==> src/rtl/controle_elevador.sv <==
// SCAN sequencing controller for a 16-floor elevator car: latches calls, drives
// motor/door commands, and times travel and door dwell with one shared counter.
module controle_elevador #(
  parameter int T_ANDAR = 8,
  parameter int T_PORTA = 16
) (
  input  logic        clk,
  input  logic        rst_n,
  input  logic [15:0] B,
  output logic [3:0]  andar_atual,
  output logic        motor_sobe,
  output logic        motor_desce,
  output logic        porta_aberta,
  output logic [15:0] pendentes,
  output logic        ocupado
);

  localparam int TMAX = (T_ANDAR > T_PORTA) ? T_ANDAR : T_PORTA;
  localparam int CW   = $clog2(TMAX + 1);

  typedef enum logic [1:0] {PARADO, MOVENDO, PORTA} estado_t;

  estado_t       estado, estado_n;
  logic          dir, dir_n;
  logic [CW-1:0] cnt, cnt_n;
  logic [3:0]    andar_n, prox;
  logic [15:0]   pend_n, clr, aqui_bit;
  logic          sobe_n, desce_n, porta_n, ocup_n;

  function automatic logic acima_de(input logic [15:0] v, input logic [3:0] f);
    logic [15:0] m;
    m = '1;
    m = m << f;
    m = m << 1;
    return |(v & m);
  endfunction

  function automatic logic abaixo_de(input logic [15:0] v, input logic [3:0] f);
    logic [15:0] m;
    m = '1;
    m = ~(m << f);
    return |(v & m);
  endfunction

  assign aqui_bit = 16'd1 << andar_atual;
  assign prox     = dir ? andar_atual + 4'd1 : andar_atual - 4'd1;

  always_ff @(posedge clk or negedge rst_n) begin
    if (!rst_n) begin
      estado       <= PARADO;
      dir          <= 1'b1;
      cnt          <= '0;
      andar_atual  <= '0;
      pendentes    <= '0;
      motor_sobe   <= 1'b0;
      motor_desce  <= 1'b0;
      porta_aberta <= 1'b0;
      ocupado      <= 1'b0;
    end else begin
      estado       <= estado_n;
      dir          <= dir_n;
      cnt          <= cnt_n;
      andar_atual  <= andar_n;
      pendentes    <= pend_n;
      motor_sobe   <= sobe_n;
      motor_desce  <= desce_n;
      porta_aberta <= porta_n;
      ocupado      <= ocup_n;
    end
  end

  // An idle car treats a raw press at its own floor as served immediately,
  // so that call never shows up in pendentes.
  always_comb begin
    estado_n = estado;
    dir_n    = dir;
    cnt_n    = cnt;
    andar_n  = andar_atual;
    clr      = '0;
    unique case (estado)
      PARADO: begin
        if (pendentes[andar_atual] || B[andar_atual]) begin
          estado_n = PORTA;
          cnt_n    = CW'(T_PORTA - 1);
          clr      = aqui_bit;
        end else if (acima_de(pendentes, andar_atual) &&
                     (dir || !abaixo_de(pendentes, andar_atual))) begin
          dir_n    = 1'b1;
          estado_n = MOVENDO;
          cnt_n    = CW'(T_ANDAR - 1);
        end else if (abaixo_de(pendentes, andar_atual)) begin
          dir_n    = 1'b0;
          estado_n = MOVENDO;
          cnt_n    = CW'(T_ANDAR - 1);
        end
      end
      MOVENDO: begin
        if (cnt != '0) begin
          cnt_n = cnt - CW'(1);
        end else begin
          andar_n = prox;
          if (pendentes[prox]) begin
            estado_n = PORTA;
            cnt_n    = CW'(T_PORTA - 1);
          end else if (dir ? acima_de(pendentes, prox) : abaixo_de(pendentes, prox)) begin
            cnt_n = CW'(T_ANDAR - 1);
          end else begin
            estado_n = PARADO;
          end
        end
      end
      PORTA: begin
        clr = aqui_bit;
        if (B[andar_atual]) begin
          cnt_n = CW'(T_PORTA - 1);
        end else if (cnt == '0) begin
          estado_n = PARADO;
        end else begin
          cnt_n = cnt - CW'(1);
        end
      end
      default: estado_n = PARADO;
    endcase
    pend_n = (pendentes | B) & ~clr;
  end

  always_comb begin
    sobe_n  = (estado_n == MOVENDO) && dir_n;
    desce_n = (estado_n == MOVENDO) && !dir_n;
    porta_n = (estado_n == PORTA);
    ocup_n  = (estado_n != PARADO) || (pend_n != '0);
  end

endmodule
==> config.mk <==
export PLATFORM = sky130hd
export DESIGN_NAME = controle_elevador
export DESIGN_NICKNAME = d
export VERILOG_FILES = /design/src/rtl/controle_elevador.sv
export SDC_FILE = /design/constraint.sdc
export NUM_CORES = 1
export LEC_CHECK = 0
export BUFFER_PORTS_ARGS = -buffer_cell sky130_fd_sc_hd__clkbuf_2
export CAP_MARGIN = 0
export CORE_UTILIZATION = 50
export CTS_CLUSTER_DIAMETER = 40
export DETAILED_ROUTE_END_ITERATION = 7
export PLACE_DENSITY = 0.75
export SYNTH_ARGS = -nofsm -noshare
export SYNTH_HDL_FRONTEND = slang
export SYNTH_SLANG_ARGS = --single-unit
==> constraint.sdc <==
create_clock -name clk -period 7.3 [get_ports clk]
set_input_delay 1.095 -clock clk [delete_from_list [all_inputs] [get_ports clk]]
set_output_delay 1.095 -clock clk [all_outputs]
set_load 0.005 [all_outputs]
==> metrics, run 1 <==
commonest cells after routing, fill and taps aside=a21oi_1 (46), nor2_1 (45), clkbuf_2 (41); Hold-fix buffers, CTS=0; Max IR drop VDD=0.186 mV; Hold Path Cell Cnt=1; Mapped Cells=~370; Synth Cell Area=3220 um2; Peak Freq=around 220 MHz; total of max-cap violations=0; metal2 WL=~4400 um; final critical-path required period=approximately 4.6 ns; most common cell after layout, fill and taps aside=a21oi_1; CTS sink count=32; Detailed Route WL=around 10000 um; clk slew on worst S/H paths=0.07 ns; RSZ-0062 raised after global routing=false; final hold vios=0; H-Tree Depth=2; fin crit share=around 63%; syn_area_per_cell=8.62 um2; Worst EP required=7.45 ns; status=completed; CP startpoint=andar_atual[1]; Routability Congestion=about 1; GRT overflow=0; top routing layer used=met4; startpoint types=flop; Vias=around 3300; Buf/Inv on CP=1; Die ar.=6760 um2; Initial Util=a little over half; Setup Buffers After CTS=0; largest net degree at the start of global routing=36; CP most frequent cell=a311oi_2; reg-to-reg slack, setup=around 2.7 ns; synth unique cells=~80; Ys Warns=0; CTS max path bufs=2; DR vias/cell=~7; Critical Path Sink=ocupado; setup TNS=0 ns; routed length per instance=21.0 um; Ant. Diodes=0; Final Cell Area=approximately 3400 um2; register area share after synthesis=24.9%; #FFs+latches synth=32; Post-DP HPWL=around 7000 um; CTS tree=yes; Worst Tran Pin Value=0.884 ns; CP max stage delay=around 0.87 ns; Core Box Area=just over 6000 um2; Critical Path, Cell by Cell=inv_1, fa_1, xnor2_1, nand2_1, a2111oi_0, o2111a_1, a311oi_2, a311oi_2, a21oi_1, or4_1; share of cells above drive strength 1=between 20% and 30%; Final Max Slew Viols=0; post-cts gate resize count=0; Die Y=around 82 um; leakage power=around 1.3 nW; P&R area growth vs syn=7.20%; max-slew headroom at the worst pin=41.1%; DRC Markers=0; Total GRT Usage=31.4%; global-route wire length before repair=about 16000 um; Buffers on Ports=41; Tot Pwr=approximately 740 uW; CTS Buf Count=5; row cnt=28; cell area after placement=about 3400 um2; Mapped Nets=between 400 and 500; Die X=between 80 and 90 um; hold_sp=cnt[4]; Setup Skew=just under 0.008 ns; ys flop type=dfrtp_1; initial DRC count=~290; reg-to-reg startpoint=andar_atual[1]; initial antenna violation count=0; PwrDens=214 nW/um2; CP max-delay cell=dfrtp_1; Setup CP Type=reg -> reg; crit end category=flop; Final nets=422; Root Driver=clkbuf_8; Clk Latency, worst-skew pair=0.29 ns; Worst path top cell family by delay=compound AO/OA/AOI/OAI gates; vias in the first global route=between 3000 and 4000; number of synthesized flops with an enable pin=0; met1 WL=roughly 4000 um; Setup-failing EPs final=0; path category of the worst min-delay check=reg -> reg; Routed Antenna Nets=0; Max FO, Critical Path=24; Worst path depth=10; 1st-pass router iterations=5; Async SR Flop Fraction=between 90% and 100%; Worst Reg-to-Reg Cells=10; WL met3=between 1000 and 1500 um; worst r2r dst=ocupado; IO Count=42; CP arrival=4.75 ns
synthesized netlist by cell type, types with 3 or more instances:
library cell   n  area (um2)
nor3_1        12        60.1
inv_1         12        45.0
o21ai_0       20         100
mux4_2        11         248
buf_6          4        45.0
mux2i_1        3        30.0
nor3b_1        4        30.0
nor2b_1        3        18.8
a21oi_1       46         230
mux2_2         5        56.3
nand4_1        3        18.8
nand3_1        6        30.0
or2_2          4        25.0
buf_2          8        40.0
nand2_1       23        86.3
buf_4          3        22.5
ha_1          10         125
nand2b_1       3        18.8
clkbuf_1      14        52.6
and2_1         5        31.3
nor4b_1        3        26.3
nor2_1        45         169
a31oi_1        6        37.5
dfrtp_1       31         776
and3_1         4        25.0
a211oi_1      10        75.1
xnor2_1        3        26.3
kinds of logic (layout without fill, tap and decap cells):
| group | after synthesis | after routing | share of synthesized area (%) |
|---|---|---|---|
| and+or+nand+nor | 130 | 130 | 20.6 |
| adders and majority gates | 11 | 11 | 4.51 |
| DFF | 32 | 32 | 24.9 |
| AOI/OAI and AO/OA | 128 | 128 | 28.9 |
| muxes | 23 | 23 | 12.8 |
| buffers and inverters | 44 | 65 | 6.81 |
| xor gates and xnor gates | 5 | 5 | 1.36 |
registers in the layout (all words and copies together) (netlist names):
register      cells
estado            2
cnt               5
porta_aberta      1
motor_desce       1
motor_sobe        1
pendentes        16
ocupado           1
dir               1
andar_atual       4
power by group:
| group | leakage (nW) | switching [mW] | internal [mW] |
|---|---|---|---|
| Clock | 0.0422 | 0.0659 | 0.0668 |
| Combinational | 0.926 | 0.215 | 0.148 |
| Sequential | 0.341 | 0.0383 | 0.204 |
| Total | 1.31 | 0.319 | 0.420 |
cell type report:
type / count / area, um2
sequential: 32 / 802
multi-input combinational: 297 / 2200
fill: 550 / 2610
clock buffer: 7 / 76.3
timing repair buffer: 43 / 220
clock inverter: 1 / 5.00
tap: 75 / 93.8
inverter: 14 / 55.1
worst register-to-register path, stage by stage (launching register included):
cell,delay [ns]
dfrtp_1,0.87
inv_1,0.46
fa_1,0.57
xnor2_1,0.65
nand2_1,0.11
a2111oi_0,0.47
o2111a_1,0.30
a311oi_2,0.09
a311oi_2,0.43
a21oi_1,0.11
or4_1,0.42
routing by layer:
layer | vias up | GRT usage [%]
met1 | 1533 | 44.0
li1 | 1450 | -
met5 | - | 0
met2 | 236 | 47.5
met4 | 0 | 15.3
met3 | 39 | 4.29
per-stage QoR:
| stage | hold slack, ns | instances | worst slack, ns | utilization [%] |
|---|---|---|---|---|
| after CTS | 0.515 | 469 | 2.79 | 56.9 |
| after floorplan | 0.473 | 373 | 3.87 | - |
| after detailed placement | 0.499 | 461 | 2.81 | 55.6 |
| after global routing | 0.540 | 469 | 2.37 | 56.9 |
| final | 0.513 | 469 | 2.70 | 56.9 |
| after global placement | 0.491 | 461 | 3.03 | 55.6 |
worst min-delay path by stage:
stage | endpoint | slack, ns
2_1_floorplan | cnt[4] | 0.47
3_5_place_dp | cnt[4] | 0.50
6_report | cnt[4] | 0.51
4_1_cts | cnt[4] | 0.51
5_1_grt | cnt[4] | 0.54
3_3_place_gp | cnt[4] | 0.49
Power figures use the tool's default switching activity.
==> run 2: changes to the inputs <==
==> constraint.sdc (replaced) <==
create_clock -name clk -period 4.7 [get_ports clk]
set_input_delay 0.705 -clock clk [delete_from_list [all_inputs] [get_ports clk]]
set_output_delay 0.705 -clock clk [all_outputs]
set_load 0.005 [all_outputs]
==> run 2 against run 1 <==
Compared with the run above: core utilization is 0.52 points higher; final area increased by 0.91%; routed wire length decreased by 0.75%; sequential cell count is the same; clock power rose by 70%; cell count up 0.64%; worst hold slack worse by 0.018 ns; largest cell class unchanged; critical path depth unchanged; critical path type unchanged.
==> metrics, run 2 (synthesized netlist as in run 1, its figures left out) <==
CP most frequent cell=a311oi_2; Post-DP HPWL=6940 um (-0.87%); leakage power=1.33 nW (+1.4%); vias in the first global route=3028 (unchanged); Routed Antenna Nets=0 (unchanged); largest net degree at the start of global routing=36 (unchanged); GRT overflow=0 (unchanged); initial antenna violation count=0 (unchanged); share of cells above drive strength 1=23.4% (+0.58 points); CP max stage delay=0.68 ns (-0.19 ns); Inst Count DP=464 (+0.65%); Detailed Route WL=9780 um (-0.75%); Layout fillers=558 (+1.5%); RSZ-0062 raised after global routing=false; Max IR drop VDD=0.268 mV (+44%); routed length per instance=20.7 um (-1.4%); Worst Tran Pin Value=0.838 ns (-0.0456 ns); final hold vios=0 (unchanged); initial DRC count=338 (+16%); path category of the worst min-delay check=in -> async; Setup-failing EPs final=0 (unchanged); startpoint types=flop; CP max-delay cell=xnor2_1; Critical Path, Cell by Cell=clkinv_1, fa_1, xnor2_1, nand2_1, a2111oi_0, o2111a_1, a311oi_2, a311oi_2, a21oi_1, or4_1; Routability Congestion=0.950 (-3.4%); Largest register FFs=16 (unchanged); Clock power frac=19.3% (+1.3 points); Buffers on Ports=41 (unchanged); Max FO, Critical Path=11 (-54%); net switching power=505 uW (+58%); worst r2r dst=ocupado; crit end category=flop; Die Y=82.2 um (unchanged); setup TNS=0 ns (unchanged); CP arrival=4.13 ns (-0.62 ns); Core Util, Final=57.4% (+0.52 points); largest register by flop count=pendentes; 1st-pass router iterations=5 (unchanged); Final Max Slew Viols=0 (unchanged); Buf/Inv on CP=1 (unchanged); Die X=82.2 um (unchanged); Ant. Diodes=0 (unchanged); PwrDens=338 nW/um2 (+58%); Total GRT Usage=31.5% (+0.12 points); CTS tree=yes; status=completed; DRC Markers=0 (unchanged); Worst EP required=4.85 ns (-2.60 ns); Final Cell Area=3480 um2 (+0.91%); Initial Util=53.1% (unchanged); max-slew headroom at the worst pin=44.1% (+3.0 points); commonest cells after routing, fill and taps aside=a21oi_1 (46), nor2_1 (45), clkbuf_2 (41); fin crit share=84.6% (+22 points); Comb pwr share=48.9% (-0.3 points); cell area after placement=3390 um2 (+0.67%); Setup Skew=0.00873 ns (+0.00104 ns); Final nets=425 (+0.71%); CTS Buf Count=5 (unchanged); final critical-path required period=3.98 ns (-0.619 ns); largest registers=pendentes x16, cnt x5, andar_atual x4; Worst Reg-to-Reg Cells=10 (unchanged); post-cts gate resize count=0 (unchanged); H-Tree Depth=2 (unchanged); Sw Share=43.0% (-0.18 points); Vias=3292 (+1.0%); P&R area growth vs syn=8.17%; DR vias/cell=6.97 (+0.40%); Core Box Area=6060 um2 (unchanged); Peak Freq=251 MHz (+16%); reg-to-reg startpoint=andar_atual[0]; Setup Buffers After CTS=0 (unchanged); Seq pwr share=31.8% (-1.1 points); Die ar.=6760 um2 (unchanged); Clk Latency, worst-skew pair=0.29 ns (about the same); Setup CP Type=reg -> reg; Worst path top cell family by delay=compound AO/OA/AOI/OAI gates; Root Driver=clkbuf_8; most common cell after layout, fill and taps aside=a21oi_1; reg-to-reg slack, setup=0.72 ns (-1.98 ns); row cnt=28 (unchanged); clk slew on worst S/H paths=0.07 ns (about the same); Hold-fix buffers, CTS=0 (unchanged); Int Power=670 uW (+60%); CTS sink count=32 (unchanged); total of max-cap violations=0 (unchanged); global-route wire length before repair=15800 um (+0.93%); Tot Pwr=1.17 mW (+59%); Non-Filler Instances=472 (+0.64%); CTS max path bufs=2 (unchanged); IO Count=42 (unchanged)
## run 2: changes by cell type in the layout (fill, tap and decap cells not counted), sizes merged
| cell | delta |
|---|---|
| buf | +3 |
| clkbuf | +1 |
| clkinv | -1 |
## run 2: worst max-delay path by stage
stage,to,cells past startpoint,from
3_3_place_gp,cnt[3],10,andar_atual[0]
2_1_floorplan,ocupado,12,andar_atual[0]
5_1_grt,cnt[3],10,andar_atual[0]
3_5_place_dp,ocupado,10,andar_atual[0]
6_report,ocupado,10,andar_atual[0]
4_1_cts,ocupado,10,andar_atual[0]
## run 2: area by class of cell
cell class	instances	area (um2)	share of cell area (%)
clock buffers	8	90.1	2.59
inverters	14	55.1	1.58
multi-input cells	297	2200	63.1
flip-flops and latches	32	802	23.0
well taps	75	93.8	2.70
repair buffers	46	243	6.98
## run 2: power by group through the flow
stage / logic (mW) / clock network (mW) / registers [mW]
6_report: 0.575 / 0.226 / 0.374
5_1_grt: 0.626 / 0.245 / 0.380
4_1_cts: 0.566 / 0.230 / 0.372
3_5_place_dp: 0.565 / 0 / 0.375
3_3_place_gp: 0.553 / 0 / 0.374
2_1_floorplan: 0.440 / 0 / 0.356
## run 2: layer usage
layer	track usage [%]	part of all wire, %	up-vias
met5	0	0	-
met4	17.9	4.6	0
met3	5.16	10	44
met2	45.9	43	236
met1	44.1	42	1558
li1	-	-	1454
## run 2: stage by stage
step           setup WS (ns)  hold slack [ns]
2_1_floorplan           1.27            0.409
3_3_place_gp            1.02            0.501
3_5_place_dp           0.789            0.491
4_1_cts                0.750            0.506
5_1_grt                0.427            0.526
6_report               0.723            0.495
==> run 3: changes to the inputs <==
==> constraint.sdc (replaced) <==
create_clock -name clk -period 4.1 [get_ports clk]
set_input_delay 0.615 -clock clk [delete_from_list [all_inputs] [get_ports clk]]
set_output_delay 0.615 -clock clk [all_outputs]
set_load 0.005 [all_outputs]
==> run 3 against run 2 <==
Compared with the run above: sequential share of layout area decreased by 0.091 points; register-to-register slack got worse by 0.45 ns; power increased by 12%; via count decreased by 1.2%; non-clock buffer count increased by 3; sequential cell count unchanged; global-route usage decreased by 1.1 points; worst hold slack got worse by 0.083 ns; clock-buffer cell count decreased by 3; clock power increased by 3%; fmax increased by 4.0%; sequential power increased by 14%.
==> metrics, run 3 (synthesized netlist as in run 1, its figures left out) <==
status=completed; largest register by flop count=pendentes; row cnt=28 (unchanged); CTS Buf Count=5 (unchanged); largest registers=pendentes x16, cnt x5, andar_atual x4; leakage power=1.33 nW (+0.53%); Vias=3251 (-1.2%); Worst Tran Pin Value=0.829 ns (-0.00969 ns); Routed Antenna Nets=0 (unchanged); Largest register FFs=16 (unchanged); share of cells above drive strength 1=24.3% (+0.89 points); Routability Congestion=0.960 (+1.0%); metal2 WL=4470 um (+6.1%); Final Max Slew Viols=0 (unchanged); reg-to-reg slack, setup=0.28 ns (-0.45 ns); Setup Buffers After CTS=0 (unchanged); Worst Reg-to-Reg Cells=10 (unchanged); routed length per instance=20.3 um (-2.1%); post-cts gate resize count=0 (unchanged); Setup Skew=0.00966 ns (+0.000932 ns); GRT overflow=0 (unchanged); Worst EP required=4.27 ns (-0.58 ns); Ant. Diodes=0 (unchanged); CTS max path bufs=2 (unchanged); commonest cells after routing, fill and taps aside=a21oi_1 (46), nor2_1 (45), clkbuf_2 (41); PwrDens=378 nW/um2 (+12%); CTS tree=yes; global-route wire length before repair=15400 um (-2.9%); Buffers on Ports=41 (unchanged); CP startpoint=dir; Setup CP Type=reg -> reg; Tot Pwr=1.32 mW (+12%); worst r2r dst=cnt[3]; H-Tree Depth=2 (unchanged); Clk Latency, worst-skew pair=0.29 ns (about the same); startpoint types=flop; 1st-pass router iterations=5 (unchanged); DR vias/cell=6.86 (-1.7%); final hold vios=0 (unchanged); crit end category=flop; largest net degree at the start of global routing=36 (unchanged); reg-to-reg startpoint=dir; Max IR drop VDD=0.331 mV (+24%); Root Driver=clkbuf_8; Setup-failing EPs final=0 (unchanged); Hold-fix buffers, CTS=0 (unchanged); setup TNS=0 ns (unchanged); clk slew on worst S/H paths=0.07 ns (about the same); top routing layer used=met4; P&R area growth vs syn=8.60%; Critical Path Sink=cnt[3]; Final nets=428 (+0.71%); RSZ-0062 raised after global routing=false; path category of the worst min-delay check=in -> async; Die Y=82.2 um (unchanged); Max FO, Critical Path=11 (unchanged); final critical-path required period=3.82 ns (-0.153 ns); Detailed Route WL=9620 um (-1.6%); met1 WL=3940 um (-4.0%); Die X=82.2 um (unchanged); Initial Util=53.1% (unchanged); CTS sink count=32 (unchanged); initial antenna violation count=0 (unchanged); IO Count=42 (unchanged); most common cell after layout, fill and taps aside=a21oi_1; Total GRT Usage=30.5% (-1.1 points); WL met3=1070 um (+6.4%); Post-DP HPWL=6910 um (-0.50%); CP arrival=3.99 ns (-0.14 ns); vias in the first global route=2942 (-2.8%); initial DRC count=342 (+1.2%); fin crit share=93.3% (+8.7 points); total of max-cap violations=0 (unchanged); Peak Freq=262 MHz (+4.0%); Core Box Area=6060 um2 (unchanged); DRC Markers=0 (unchanged); Die ar.=6760 um2 (unchanged); max-slew headroom at the worst pin=44.8% (+0.65 points)
## run 3: changes by cell type in the layout (fill, tap and decap cells not counted), sizes merged
cell      change
buf           +3
clkbuf        -3
clkinv        +1
clkinvlp      +1
## run 3: power by group
part / internal (mW) / switching [mW]
Combinational: 0.270 / 0.391
Sequential: 0.364 / 0.0619
Clock: 0.115 / 0.118
Total: 0.749 / 0.571
## run 3: worst min-delay path by stage
stage                 from        endpoint  slack, ns  cells after the start
floorplan            rst_n  andar_atual[0]       0.32                      0
global placement    cnt[4]          cnt[4]       0.50                      1
detailed placement  cnt[4]          cnt[4]       0.50                      1
CTS                  rst_n    pendentes[4]       0.43                      1
global route         rst_n    pendentes[5]       0.48                      1
finish               rst_n    pendentes[5]       0.41                      1
## run 3: final cells by class
cell class,instances,area (um2)
clock buffer,5,68.8
clock inverter,2,12.5
fill,566,2570
inverter,14,55.1
multi-input combinational,297,2200
sequential,32,802
tap,75,93.8
timing repair buffer,49,265
## run 3: stage by stage
| stage | instances | cell area, um2 | hold slack [ns] | setup WS [ns] | utilization [%] |
|---|---|---|---|---|---|
| 6_report | 474 | 3490 | 0.413 | 0.276 | 57.6 |
| 5_1_grt | 474 | 3490 | 0.481 | 0.0752 | 57.6 |
| 4_1_cts | 474 | 3490 | 0.428 | 0.346 | 57.6 |
| 3_5_place_dp | 467 | 3410 | 0.499 | 0.353 | 56.3 |
| 3_3_place_gp | 467 | 3410 | 0.501 | 0.588 | 56.3 |
| 2_1_floorplan | 373 | 3220 | 0.319 | 0.675 | - |
## run 3: metal layers
| metal | GRT usage (%) | vias to the layer above |
|---|---|---|
| met5 | 0 | - |
| met4 | 8.95 | 0 |
| met3 | 5.93 | 20 |
| met2 | 48.2 | 204 |
| met1 | 42.1 | 1564 |
| li1 | - | 1463 |
## run 3: worst max-delay path: stages, from the launching register on
cell	delay, ns
dfstp_2	0.59
inv_1	0.11
ha_1	0.35
xnor2_1	0.65
nand2_1	0.12
a2111oi_0	0.51
o2111a_1	0.32
a31oi_1	0.06
nor3b_1	0.44
or2_4	0.24
mux2_1	0.32
